<file path="config.mk">
export PLATFORM = sky130hd
export DESIGN_NAME = dual_instr_queue_flat
export DESIGN_NICKNAME = d
export VERILOG_FILES = /design/src/rtl/dual_instr_queue_if.sv /design/src/rtl/dual_instr_queue.sv /design/src/flat_wrapper.sv
export SDC_FILE = /design/constraint.sdc
export NUM_CORES = 1
export LEC_CHECK = 0
export CORE_MARGIN = 2
export CORE_UTILIZATION = 50
export CTS_CLUSTER_SIZE = 10
export DETAILED_ROUTE_END_ITERATION = 8
export GPL_TIMING_DRIVEN = 0
export PLACE_DENSITY = 0.71
export SLEW_MARGIN = 20
export SYNTH_ARGS = -nofsm -noshare
export SYNTH_HDL_FRONTEND = slang
export SYNTH_SLANG_ARGS = --single-unit
</file>
<file path="constraint.sdc">
create_clock -name clk -period 4.75 [get_ports clk]
set_clock_uncertainty 0.05 [all_clocks]
set_input_delay 0.95 -clock clk [delete_from_list [all_inputs] [get_ports clk]]
set_output_delay 0.95 -clock clk [all_outputs]
set_load 0.005 [all_outputs]
</file>
<file path="src/rtl/dual_instr_queue_if.sv">
// rtl/dual_instr_queue_if.sv - fetch-side push and dispatch-side pop signals of the instruction queue
interface dual_instr_queue_if #(
    parameter int IW = 32
);
    logic          in_valid1;
    logic          in_valid2;
    logic [IW-1:0] in_instr1;
    logic [IW-1:0] in_instr2;
    logic          in_finish;
    logic          in_ready;
    logic [IW-1:0] out_instr1;
    logic [IW-1:0] out_instr2;
    logic          out_valid1;
    logic          out_valid2;
    logic [1:0]    pop;

    modport master (
        output in_valid1, in_valid2, in_instr1, in_instr2, in_finish, pop,
        input  in_ready, out_instr1, out_instr2, out_valid1, out_valid2
    );

    modport slave (
        input  in_valid1, in_valid2, in_instr1, in_instr2, in_finish, pop,
        output in_ready, out_instr1, out_instr2, out_valid1, out_valid2
    );
endinterface

</file>
<file path="src/rtl/dual_instr_queue.sv">
// rtl/dual_instr_queue.sv - two-wide circular instruction queue with end-of-program drain tracking
module dual_instr_queue #(
    parameter int DEPTH = 8,
    parameter int IW    = 32
) (
    input  logic                   clk,
    input  logic                   rst_n,
    input  logic                   flush,
    dual_instr_queue_if.slave      q,
    output logic [$clog2(DEPTH):0] count,
    output logic                   drained
);
    localparam int AW = $clog2(DEPTH);
    localparam int CW = AW + 1;
    localparam logic [CW-1:0] READY_MAX = CW'(DEPTH - 2);

    typedef enum logic [1:0] {RUN, DRAIN, DONE} state_t;

    logic [IW-1:0] mem [DEPTH];
    logic [AW-1:0] head, tail;
    logic [AW-1:0] head_p1, tail_p1;
    state_t        state;
    logic [1:0]    push_n;
    logic [1:0]    pop_req;
    logic [1:0]    pop_n;
    logic [CW-1:0] count_next;

    assign head_p1 = head + AW'(1);
    assign tail_p1 = tail + AW'(1);

    // Readiness looks only at registered occupancy so fetch never depends on this cycle's pop.
    assign q.in_ready = (count <= READY_MAX);

    always_comb begin
        push_n = 2'd0;
        if (q.in_ready && q.in_valid1) begin
            push_n = q.in_valid2 ? 2'd2 : 2'd1;
        end
    end

    assign pop_req    = q.pop[1] ? 2'd2 : {1'b0, q.pop[0]};
    assign pop_n      = (count < CW'(pop_req)) ? count[1:0] : pop_req;
    assign count_next = count + CW'(push_n) - CW'(pop_n);

    assign q.out_valid1 = (count >= CW'(1));
    assign q.out_valid2 = (count >= CW'(2));
    assign q.out_instr1 = q.out_valid1 ? mem[head]    : '0;
    assign q.out_instr2 = q.out_valid2 ? mem[head_p1] : '0;

    assign drained = (state == DONE);

    always_ff @(posedge clk) begin
        if (!flush) begin
            if (push_n != 2'd0) mem[tail]    <= q.in_instr1;
            if (push_n == 2'd2) mem[tail_p1] <= q.in_instr2;
        end
    end

    always_ff @(posedge clk or negedge rst_n) begin
        if (!rst_n) begin
            head  <= '0;
            tail  <= '0;
            count <= '0;
            state <= RUN;
        end else if (flush) begin
            head  <= '0;
            tail  <= '0;
            count <= '0;
            state <= RUN;
        end else begin
            head  <= head + AW'(pop_n);
            tail  <= tail + AW'(push_n);
            count <= count_next;
            case (state)
                RUN: begin
                    if (q.in_finish) begin
                        state <= (count_next == '0) ? DONE : DRAIN;
                    end
                end
                DRAIN: begin
                    if (count_next == '0) state <= DONE;
                end
                DONE: begin
                    if (push_n != 2'd0) state <= DRAIN;
                end
                default: state <= RUN;
            endcase
        end
    end
endmodule

</file>
<file path="src/flat_wrapper.sv">
// flat-port wrapper written by rule: the top's interface ports become plain ports
module dual_instr_queue_flat 
#(
    parameter int DEPTH = 8,
    parameter int IW    = 32
)
  (clk, rst_n, flush, count, drained, q_in_valid1, q_in_valid2, q_in_instr1, q_in_instr2, q_in_finish, q_pop, q_in_ready, q_out_instr1, q_out_instr2, q_out_valid1, q_out_valid2);
  dual_instr_queue_if #(.IW(IW)) q_i ();
  input  logic clk;
  input  logic rst_n;
  input  logic flush;
  output logic [$clog2(DEPTH):0] count;
  output logic drained;
  input wire logic [$bits(q_i.in_valid1)-1:0] q_in_valid1;
  input wire logic [$bits(q_i.in_valid2)-1:0] q_in_valid2;
  input wire logic [$bits(q_i.in_instr1)-1:0] q_in_instr1;
  input wire logic [$bits(q_i.in_instr2)-1:0] q_in_instr2;
  input wire logic [$bits(q_i.in_finish)-1:0] q_in_finish;
  input wire logic [$bits(q_i.pop)-1:0] q_pop;
  output wire logic [$bits(q_i.in_ready)-1:0] q_in_ready;
  output wire logic [$bits(q_i.out_instr1)-1:0] q_out_instr1;
  output wire logic [$bits(q_i.out_instr2)-1:0] q_out_instr2;
  output wire logic [$bits(q_i.out_valid1)-1:0] q_out_valid1;
  output wire logic [$bits(q_i.out_valid2)-1:0] q_out_valid2;
  assign q_i.in_valid1 = q_in_valid1;
  assign q_i.in_valid2 = q_in_valid2;
  assign q_i.in_instr1 = q_in_instr1;
  assign q_i.in_instr2 = q_in_instr2;
  assign q_i.in_finish = q_in_finish;
  assign q_i.pop = q_pop;
  assign q_in_ready = q_i.in_ready;
  assign q_out_instr1 = q_i.out_instr1;
  assign q_out_instr2 = q_i.out_instr2;
  assign q_out_valid1 = q_i.out_valid1;
  assign q_out_valid2 = q_i.out_valid2;
  dual_instr_queue #(.DEPTH(DEPTH), .IW(IW)) u_core (.clk(clk), .rst_n(rst_n), .flush(flush), .q(q_i), .count(count), .drained(drained));
endmodule
</file>
# --- Word level (Yosys, flattened, before mapping) ---
# Memory sizes are Yosys's and may differ from the RTL's.
# Cells that the tools add are included.
op_classes:
  order_cmp: 4
  eq_ne: 6
  add_sub_neg: 6
  reduce_logical: 5
  n_mux: 21
ops:
  columns: ["op", "count"]
  rows:
  - ["32-bit two-way mux", 2]
  - ["2-bit two-way mux", 9]
  - ["3-bit by 1-bit adder with 3-bit output (second input constant)", 2]
  - ["3-bit by 2-bit adder with 3-bit output", 2]
  - ["1-bit two-way mux", 6]
  - ["3-bit two-way mux", 2]
  - ["3-bit by 2-bit != test with 1-bit output (second input constant)", 2]
  - ["2-bit case mux with 3 select lines", 1]
  - ["4-bit by 2-bit adder with 4-bit output", 1]
  - ["2-bit == test (second input constant)", 2]
  - ["4-bit by 1-bit greater-or-equal comparator with 1-bit output (second input constant)", 1]
  - ["4-bit by 2-bit greater-or-equal comparator with 1-bit output (second input constant)", 1]
  - ["4-bit by 3-bit <= comparator with 1-bit output (second input constant)", 1]
  - ["4-bit logical NOT", 1]
  - ["4-bit by 2-bit less-than comparator with 1-bit output", 1]
  - ["4-bit two-way mux", 1]
  - ["4-bit by 2-bit subtractor with 4-bit output", 1]
  - ["3-bit != test (second input constant)", 1]
  - ["3-bit AND reduction", 1]
  - ["2-bit by 1-bit == test with 1-bit output (second input constant)", 1]
  - ["2-bit logical NOT", 1]
  - ["2-bit nonzero test", 1]
  - ["1-bit logical AND", 1]
totals:
  ram_bits: 256
  n_memories: 1
  regBits: 12
  input_bits: 72
  out_inout_bits: 72
  wordCells: 47
mem_list:
  columns: ["name", "depth", "width", "rd", "rd_ports_with_merged_regs", "write_ports", "line", "text"]
  rows:
  - ["u_core.mem", 8, 32, 2, 0, 2, "dual_instr_queue.sv:19", "logic [IW-1:0] mem [DEPTH];"]

# --- Logic depth before layout (Yosys ltp) ---
# Gate-level depths: netlist of run 1.
depth:
  word_depth: 10
  depth_mapped: 15
  depth_no_buf: 15

# --- Worst setup path after synthesis of run 1 ---
# OpenSTA, ideal clock, no wires.
synth_timing:
  kind: "input -> register"
  startpoint: "input port q_pop[1]"
  endpoint: "register u_core.state[0]"
  path_buffers: 0
  t_required_ps: 4572
  t_arrival_ps: 3477
  slack_ps: 1095
  setup_time_ps: 128
  stages: 11
  cell_sequence: "inv_1 -> ha_1 -> a21boi_0 -> o32a_1 -> fa_1 -> inv_1 -> fa_1 -> nand3b_1 -> a2111oi_0 -> nor2_1 -> o2bb2ai_1"
synth_between:
  elab_chain_cells: 9
  word_cells_on_any_way: 11
  cone_classes: "1 x add/sub; 1 x order compare; 1 x eq/ne; 6 x mux; 2 x reduce/logical"
synth_rtl:
  columns: ["item", "line", "text"]
  rows:
  - ["from (decl)", "flat_wrapper.sv:19", "input wire logic [$bits(q_i.pop)-1:0] q_pop;"]
  - ["2-bit two-way mux *", "dual_instr_queue.sv:41", "assign pop_req = q.pop[1] ? 2'd2 : {1'b0, q.pop[0]};"]
  - ["4-bit by 2-bit less-than comparator with 1-bit output", "dual_instr_queue.sv:42", "assign pop_n = (count < CW'(pop_req)) ? count[1:0] : pop_req;"]
  - ["2-bit two-way mux *", "dual_instr_queue.sv:42", null]
  - ["4-bit by 2-bit subtractor with 4-bit output *", "dual_instr_queue.sv:43", "assign count_next = count + CW'(push_n) - CW'(pop_n);"]
  - ["4-bit logical NOT *", "dual_instr_queue.sv:77, dual_instr_queue.sv:81", null]
  - ["2-bit two-way mux", "dual_instr_queue.sv:77", "state <= (count_next == '0) ? DONE : DRAIN;"]
  - ["2-bit two-way mux", "dual_instr_queue.sv:76", "if (q.in_finish) begin"]
  - ["2-bit case mux with 3 select lines", "dual_instr_queue.sv:74", "case (state)"]
  - ["2-bit two-way mux", "dual_instr_queue.sv:65", "end else if (flush) begin"]
  - ["to (signal assigned)", "dual_instr_queue.sv:77", null]
  - ["to (decl)", "dual_instr_queue.sv:22", "state_t state;"]
# Every way passes the cells marked *; elsewhere a longest branch is shown, timed or not. The select of a mux whose other input is x is not followed.
# A chain may end at the register's enable or synchronous reset.

# --- Final worst setup path of run 1 ---
layout_timing:
  startpoint: "register u_core.count[3]"
  endpoint: "output port q_out_instr1[14]"
layout_between:
  elab_chain_cells: 2
layout_rtl:
  columns: ["item", "line", "text"]
  rows:
  - ["from (decl)", "dual_instr_queue.sv:10", "output logic [$clog2(DEPTH):0] count,"]
  - ["from (signal assigned)", "dual_instr_queue.sv:73", "count <= count_next;"]
  - ["4-bit by 1-bit greater-or-equal comparator with 1-bit output", "dual_instr_queue.sv:45", "assign q.out_valid1 = (count >= CW'(1));"]
  - ["32-bit two-way mux", "dual_instr_queue.sv:47", "assign q.out_instr1 = q.out_valid1 ? mem[head] : '0;"]
  - ["to (decl)", "flat_wrapper.sv:21", "output wire logic [$bits(q_i.out_instr1)-1:0] q_out_instr1;"]
# Every way passes these cells.

==> metrics.txt, run 1 <==
total number of nets in the final design 1,285; Rel. slew slack 27.9%; Vert. Die Dim 184 um; # DRC 0; clock input transition at the sequential cells of the worst setup and hold paths 0.05 ns; setup repair after global routing missed its margin no; clock network fraction of total power 20.6%; number of enable flip-flop cells after synthesis 256; Total Routing Usage GR 26.4%; fraction of final layout cells with drive strength greater than 1 40.4%; final setup violating endpoints 0; Root Buffer Master clkbuf_16; flip-flop cell with the highest count after synthesis edfxtp_1; final hold violations 0; Iter 0 DRT Violations 1,133; number of warnings printed during yosys synthesis 0; Std-Cell Rows 66; Post-DP Area 18,600 um^2; initial core utilization 50.3%; count of H-tree levels built during CTS 1; Mapped Area 16,300 um^2; type of origin of the critical path flop; cells traversed along the worst timing path inv_1, ha_1, nor2b_1, clkbuf_1, inv_1, nor2_2, clkbuf_2, nor2_1, clkdlybuf4s50_1; Slew Limit Fails 0; antenna violations before repair 1; measured slew at the worst slew-check pin 1.08 ns; required time of the critical path 3.75 ns; nets in the synthesized netlist 1,099; multi-input logic area 7840 um^2; Post-Syn Instances 1,012; IR drop worst, VDD 278 uV; Post-CTS Hold Fix Bufs 0; cell with the most instances on the worst path inv_1; part of the power in registers 27.2%; DR WL/cell 26.8 um; most repeated cell in the gate-level netlist after synthesis edfxtp_1; global route total overflow 0; Yosys top cell by area edfxtp_1; via total after detailed routing 10,221; DRT Wirelength 44.2 mm; Buf/Inv on CP 5; path class of the lowest-slack min-delay path reg -> reg; count of clock tree sinks 268; number of port buffers 143; post-CTS setup buffer count 0; Vias/cell 6.19; CP max stage delay 0.47 ns; top cells by count, synth 256 x edfxtp_1, 159 x mux2_2, 128 x mux4_2; number of distinct standard cells referenced by the synthesized netlist 46; fillcell total 2,432; final clock period utilization by the worst path 96.8%; proportion of netlist area held by the largest area contributor 47.3%; top fanout value on the critical path 10; overall power of the completed layout 10,400 uW; FMAX 218 MHz; total clock buffers created by CTS 31; share of synthesized registers carrying an async set or reset 4.48%; average instance area after synthesis 16.1 um^2; slowest CP cell clkdlybuf4s50_1; width of the die 184 um; fraction of the core area covered by cells at the end of the flow 60.3%; PostCTS Resize Cnt 4; global-route wire length before repair 65.5 mm; post-detail-place hpwl 29.4 mm; net switching power 3650 uW; Switching Share 35.0%; dominant cells by area after synthesis edfxtp_1 47%, mux4_2 18%, mux2_2 11%; Sequential cell area 7990 um^2; cell type group with the largest total delay on the critical path buffers and inverters; max-capacitance violation count 0; power density over cell area 537 nW/um^2; core box area 32,300 um^2; count of TritonRoute iterations in the first routing pass 5; static power due to leakage 0.00673 uW; io pins 144; Setup crit end kind output port; sequential element share of the synthesized area 49.1%; GP Congestion 0.792; combinational cell fraction of total power 52.3%; status finished, final reports clean; synthesis-to-layout area growth 19.7%; setup slack on the worst flop-to-flop path 1.08 ns; #FFs+latches synth 268; Post-Layout Cell Count 1,652; final critical path time including I/O delays and setup 4.60 ns; CTS tree built; critical path arrival 3.60 ns; Final ANT Viol Nets 0; clock network latency to the later pin of the worst-skew pair 0.56 ns; class of the most critical setup path reg -> out; Hold WS 0.523 ns; die area 34,000 um^2; Max Buffers Root-to-Sink 3; Placed Cells 1,608; via count of the first global-routing pass 10,563; cell internal pwr 6790 uW; finished layout cell area 19,500 um^2; largest net degree at the start of global routing 20
[cell type report]
| class | instances | area share [%] |
|---|---|---|
| flip-flops and latches | 268 | 41.1 |
| multi-input cells | 649 | 40.3 |
| repair buffers | 154 | 8.73 |
| clock buffers | 40 | 4.21 |
| well taps | 442 | 2.84 |
| plain buffers | 79 | 2.33 |
| inverters | 15 | 0.289 |
| clock inverters | 4 | 0.244 |
| diodes | 1 | 0.0129 |
[flip-flops by register name, indices dropped and copies added, names as in the netlist]
signal	cells
u_core.count	4
u_core.head	3
u_core.mem	256
u_core.state	2
u_core.tail	3
[cells by family (layout without fill, tap and decap cells)]
kind of cell / count (synthesis) / count (layout) / share of synthesized area (%)
AO/OA/AOI/OAI: 54 / 54 / 2.00
XOR/XNOR: 8 / 8 / 0.431
adder cells (fa/ha/maj): 15 / 15 / 1.34
buffers and inverters: 95 / 292 / 3.12
flip-flops: 268 / 268 / 49.1
multiplexers: 416 / 416 / 39.5
other: 0 / 1 / 0
AND/OR/NAND/NOR: 156 / 156 / 4.43
[placed cells by master, fill, tap and decap left out, types with 6 or more instances in the layout]
master / count
mux2_4: 90
mux2_2: 159
mux2i_1: 32
clkbuf_1: 31
buf_16: 7
mux4_2: 128
buf_6: 13
clkbuf_16: 31
ha_1: 11
buf_2: 29
nand3b_1: 6
a21oi_1: 36
nor2_1: 48
edfxtp_1: 256
nand2_1: 67
dfrtp_1: 12
nor2b_1: 6
mux2_1: 7
inv_1: 15
clkdlybuf4s50_1: 143
[worst reg2reg max path: stages (launching register included)]
cell and delay, ns:
dfrtp_1 0.39, inv_1 0.20, ha_1 0.18, nand2_1 0.14
o2111ai_1 0.36, inv_1 0.16, fa_1 0.57, inv_1 0.07
fa_1 0.55, nand3b_1 0.09, a2111oi_0 0.50, o21ai_0 0.17
o31ai_1 0.12
[through the flow]
step | setup WS [ns] | setup TNS, ns
after detailed placement | 0.258 | 0
after CTS | 0.000668 | 0
after global routing | 0.0624 | 0
after floorplan | 1.10 | 0
after global placement | -1.21 | -225.29
final | 0.153 | 0
[per-layer routing]
layer  global-route usage [%]  routed length, um  vias to the layer above
li1                         -                  -                     4412
met1                     35.1              17800                     5318
met2                     46.2              22700                      429
met3                     3.52               2900                       62
met4                     6.56                840                        0
met5                        0                  0                        -
[worst paths after layout]
kind	to	cells after the start	start
min in group asynchronous	u_core.tail[2]$_DFF_PN0_	1	rst_n
hold reg to reg	u_core.state[0]$_DFFE_PN0P_	2	u_core.state[1]$_DFFE_PN0P_
setup / recovery	q_out_instr1[14]	9	u_core.count[3]$_DFF_PN0_
hold / removal	u_core.state[0]$_DFFE_PN0P_	2	u_core.state[1]$_DFFE_PN0P_
setup reg to reg	u_core.state[1]$_DFFE_PN0P_	12	u_core.count[3]$_DFF_PN0_
max in group asynchronous	u_core.count[3]$_DFF_PN0_	1	rst_n
[power by group through the flow]
stage	Combinational [uW]	Sequential [uW]	Clock [uW]
floorplan	3210	2850	0
global placement	5360	2890	0
finish	5450	2840	2150
CTS	5490	2830	2160
global route	5840	2850	2260
detailed placement	5460	2880	0
Note: power is estimated with default switching activity, not from simulation.
==> run 2: changes to the inputs <==
--- a/config.mk
+++ b/config.mk
@@ -11,6 +11,7 @@
 export DETAILED_ROUTE_END_ITERATION = 8
 export GPL_TIMING_DRIVEN = 0
 export PLACE_DENSITY = 0.71
+export SKIP_LAST_GASP = 1
 export SLEW_MARGIN = 20
 export SYNTH_ARGS = -nofsm -noshare
 export SYNTH_HDL_FRONTEND = slang
==> results of run 2 <==
Same layout as run 1: the final DEF is identical, and so are final timing and power.
==> run 3: changes to the inputs <==
--- a/config.mk
+++ b/config.mk
@@ -11,7 +11,6 @@
 export DETAILED_ROUTE_END_ITERATION = 8
 export GPL_TIMING_DRIVEN = 0
 export PLACE_DENSITY = 0.71
-export SKIP_LAST_GASP = 1
 export SLEW_MARGIN = 20
 export SYNTH_ARGS = -nofsm -noshare
 export SYNTH_HDL_FRONTEND = slang
==> constraint.sdc (replaced) <==
create_clock -name clk -period 5.36 [get_ports clk]
set_clock_uncertainty 0.05 [all_clocks]
set_input_delay 1.072 -clock clk [delete_from_list [all_inputs] [get_ports clk]]
set_output_delay 1.072 -clock clk [all_outputs]
set_load 0.005 [all_outputs]
==> run 3 against run 2 <==
  * First-iteration DRC count down 1.9%
  * Largest power group unchanged
  * Core utilization about the same
  * Final area about the same
  * Clock power down 11%
==> metrics.txt, run 3 (same netlist as run 1, synthesis figures left out) <==
post-CTS setup buffer count 0; via count of the first global-routing pass 10,576; PostCTS Resize Cnt 0; path class of the lowest-slack min-delay path reg -> reg; required time of the critical path 4.24 ns; synthesis-to-layout area growth 19.7%; type of origin of the critical path flop; io pins 144; count of H-tree levels built during CTS 1; Setup crit end kind output port; status finished, final reports clean; FMAX 192 MHz; final hold violations 0; cells traversed along the worst timing path inv_1, ha_1, nor2b_1, clkbuf_1, inv_1, nor2_1, clkbuf_1, nor2_1, clkdlybuf4s50_1; clock network fraction of total power 20.7%; combinational cell fraction of total power 52.1%; final setup violating endpoints 0; power density over cell area 475 nW/um^2; width of the die 184 um; clock input transition at the sequential cells of the worst setup and hold paths 0.05 ns; Hold WS 0.523 ns; total number of nets in the final design 1,286; total clock buffers created by CTS 31; Iter 0 DRT Violations 1,112; max-capacitance violation count 0; class of the most critical setup path reg -> out; net switching power 3240 uW; global-route wire length before repair 65.5 mm; top fanout value on the critical path 10; IR drop worst, VDD 246 uV; post-detail-place hpwl 29.4 mm; pre-CTS setup slack 0.746 ns; Max Buffers Root-to-Sink 3; largest net degree at the start of global routing 20; multi-input logic area 7830 um^2; number of port buffers 143; slowest CP cell clkbuf_1; fillcell total 2,438; Final ANT Viol Nets 0; GP Congestion 0.792; CP max stage delay 0.71 ns; number of flip-flops in the largest register 256; Root Buffer Master clkbuf_16; Switching Share 35.0%; # DRC 0; cell type group with the largest total delay on the critical path buffers and inverters; DR WL/cell 26.7 um; setup repair after global routing missed its margin no; Std-Cell Rows 66; count of clock tree sinks 268; fraction of final layout cells with drive strength greater than 1 40.0%; Slew Limit Fails 0; Vert. Die Dim 184 um; global route total overflow 0; commonest cells after routing, fill and taps aside 256 x edfxtp_1, 159 x mux2_2, 143 x clkdlybuf4s50_1, 128 x mux4_2, 90 x mux2_4; CTS tree built; count of TritonRoute iterations in the first routing pass 5; via total after detailed routing 10,213; part of the power in registers 27.2%; Buf/Inv on CP 5; core box area 32,300 um^2; final critical path time including I/O delays and setup 5.20 ns; static power due to leakage 0.00672 uW; die area 34,000 um^2; DRT Wirelength 44.2 mm; top flop regs u_core.mem: 256 flops, u_core.count: 4 flops; most common cell after layout, fill and taps aside edfxtp_1; initial core utilization 50.3%; clock network latency to the later pin of the worst-skew pair 0.56 ns; final clock period utilization by the worst path 96.9%; Sequential cell area 7990 um^2; critical path arrival 4.07 ns; antenna violations before repair 1; measured slew at the worst slew-check pin 1.10 ns; Rel. slew slack 26.5%; Vias/cell 6.18; Post-CTS Hold Fix Bufs 0; slack of the critical path 0.164 ns; Total Routing Usage GR 26.4%; cell internal pwr 6000 uW; register with the most flip-flops u_core.mem; setup TNS 0 ns
==> run 3: changes by cell type in the layout (fill, tap and decap cells not counted), sizes merged <==
cell,change
clkbuf,+1
==> run 3: worst register-to-register path: stages, from the launching register on <==
cell and delay (ns):
dfrtp_1 0.39, inv_1 0.20, ha_1 0.18, nand2_1 0.14, o2111ai_1 0.36, inv_1 0.16, fa_1 0.57, inv_1 0.07
fa_1 0.55, nand3b_1 0.09, a2111oi_0 0.50, o21ai_0 0.17, o31ai_1 0.12
==> run 3: cell type report <==
class | count | area share (%)
repair buffers | 154 | 8.74
flip-flops and latches | 268 | 41.1
multi-input cells | 649 | 40.3
plain buffers | 80 | 2.32
diodes | 1 | 0.0129
clock buffers | 40 | 4.21
inverters | 15 | 0.290
well taps | 442 | 2.84
clock inverters | 4 | 0.244
==> run 3: power by group through the flow <==
stage	combinational (uW)	sequential, uW	clock, uW
2_1_floorplan	2840	2530	0
3_3_place_gp	4750	2560	0
3_5_place_dp	4840	2550	0
4_1_cts	4860	2510	1910
5_1_grt	5170	2520	2010
6_report	4820	2510	1910
==> run 3: stage by stage <==
stage	cells	cell area (um^2)	total power, uW	util, %
floorplan	1012	16300	5370	-
global placement	1597	18200	7310	56.5
detailed placement	1608	18600	7390	57.5
CTS	1652	19400	9280	60.2
global route	1653	19400	9700	60.2
finish	1653	19400	9240	60.2
==> run 3: routing by layer <==
metal  up-vias  global-route usage [%]  share of wire (%)
met5         -                       0                  0
met2       444                    46.1                 51
met3        69                    3.50                6.7
met4         0                    6.82                2.2
met1      5283                    35.1                 40
li1       4417                       -                  -
==> run 3: worst paths after layout <==
kind,from,to,slack [ns],depth (start not counted)
max,u_core.count[3]$_DFF_PN0_,q_out_instr1[14],0.16,9
min in group asynchronous,rst_n,u_core.tail[2]$_DFF_PN0_,0.85,1
min,u_core.state[1]$_DFFE_PN0P_,u_core.state[0]$_DFFE_PN0P_,0.52,2
max in group asynchronous,rst_n,u_core.count[3]$_DFF_PN0_,4.00,1
max reg2reg,u_core.count[3]$_DFF_PN0_,u_core.state[1]$_DFFE_PN0P_,1.70,12
min reg2reg,u_core.state[1]$_DFFE_PN0P_,u_core.state[0]$_DFFE_PN0P_,0.52,2
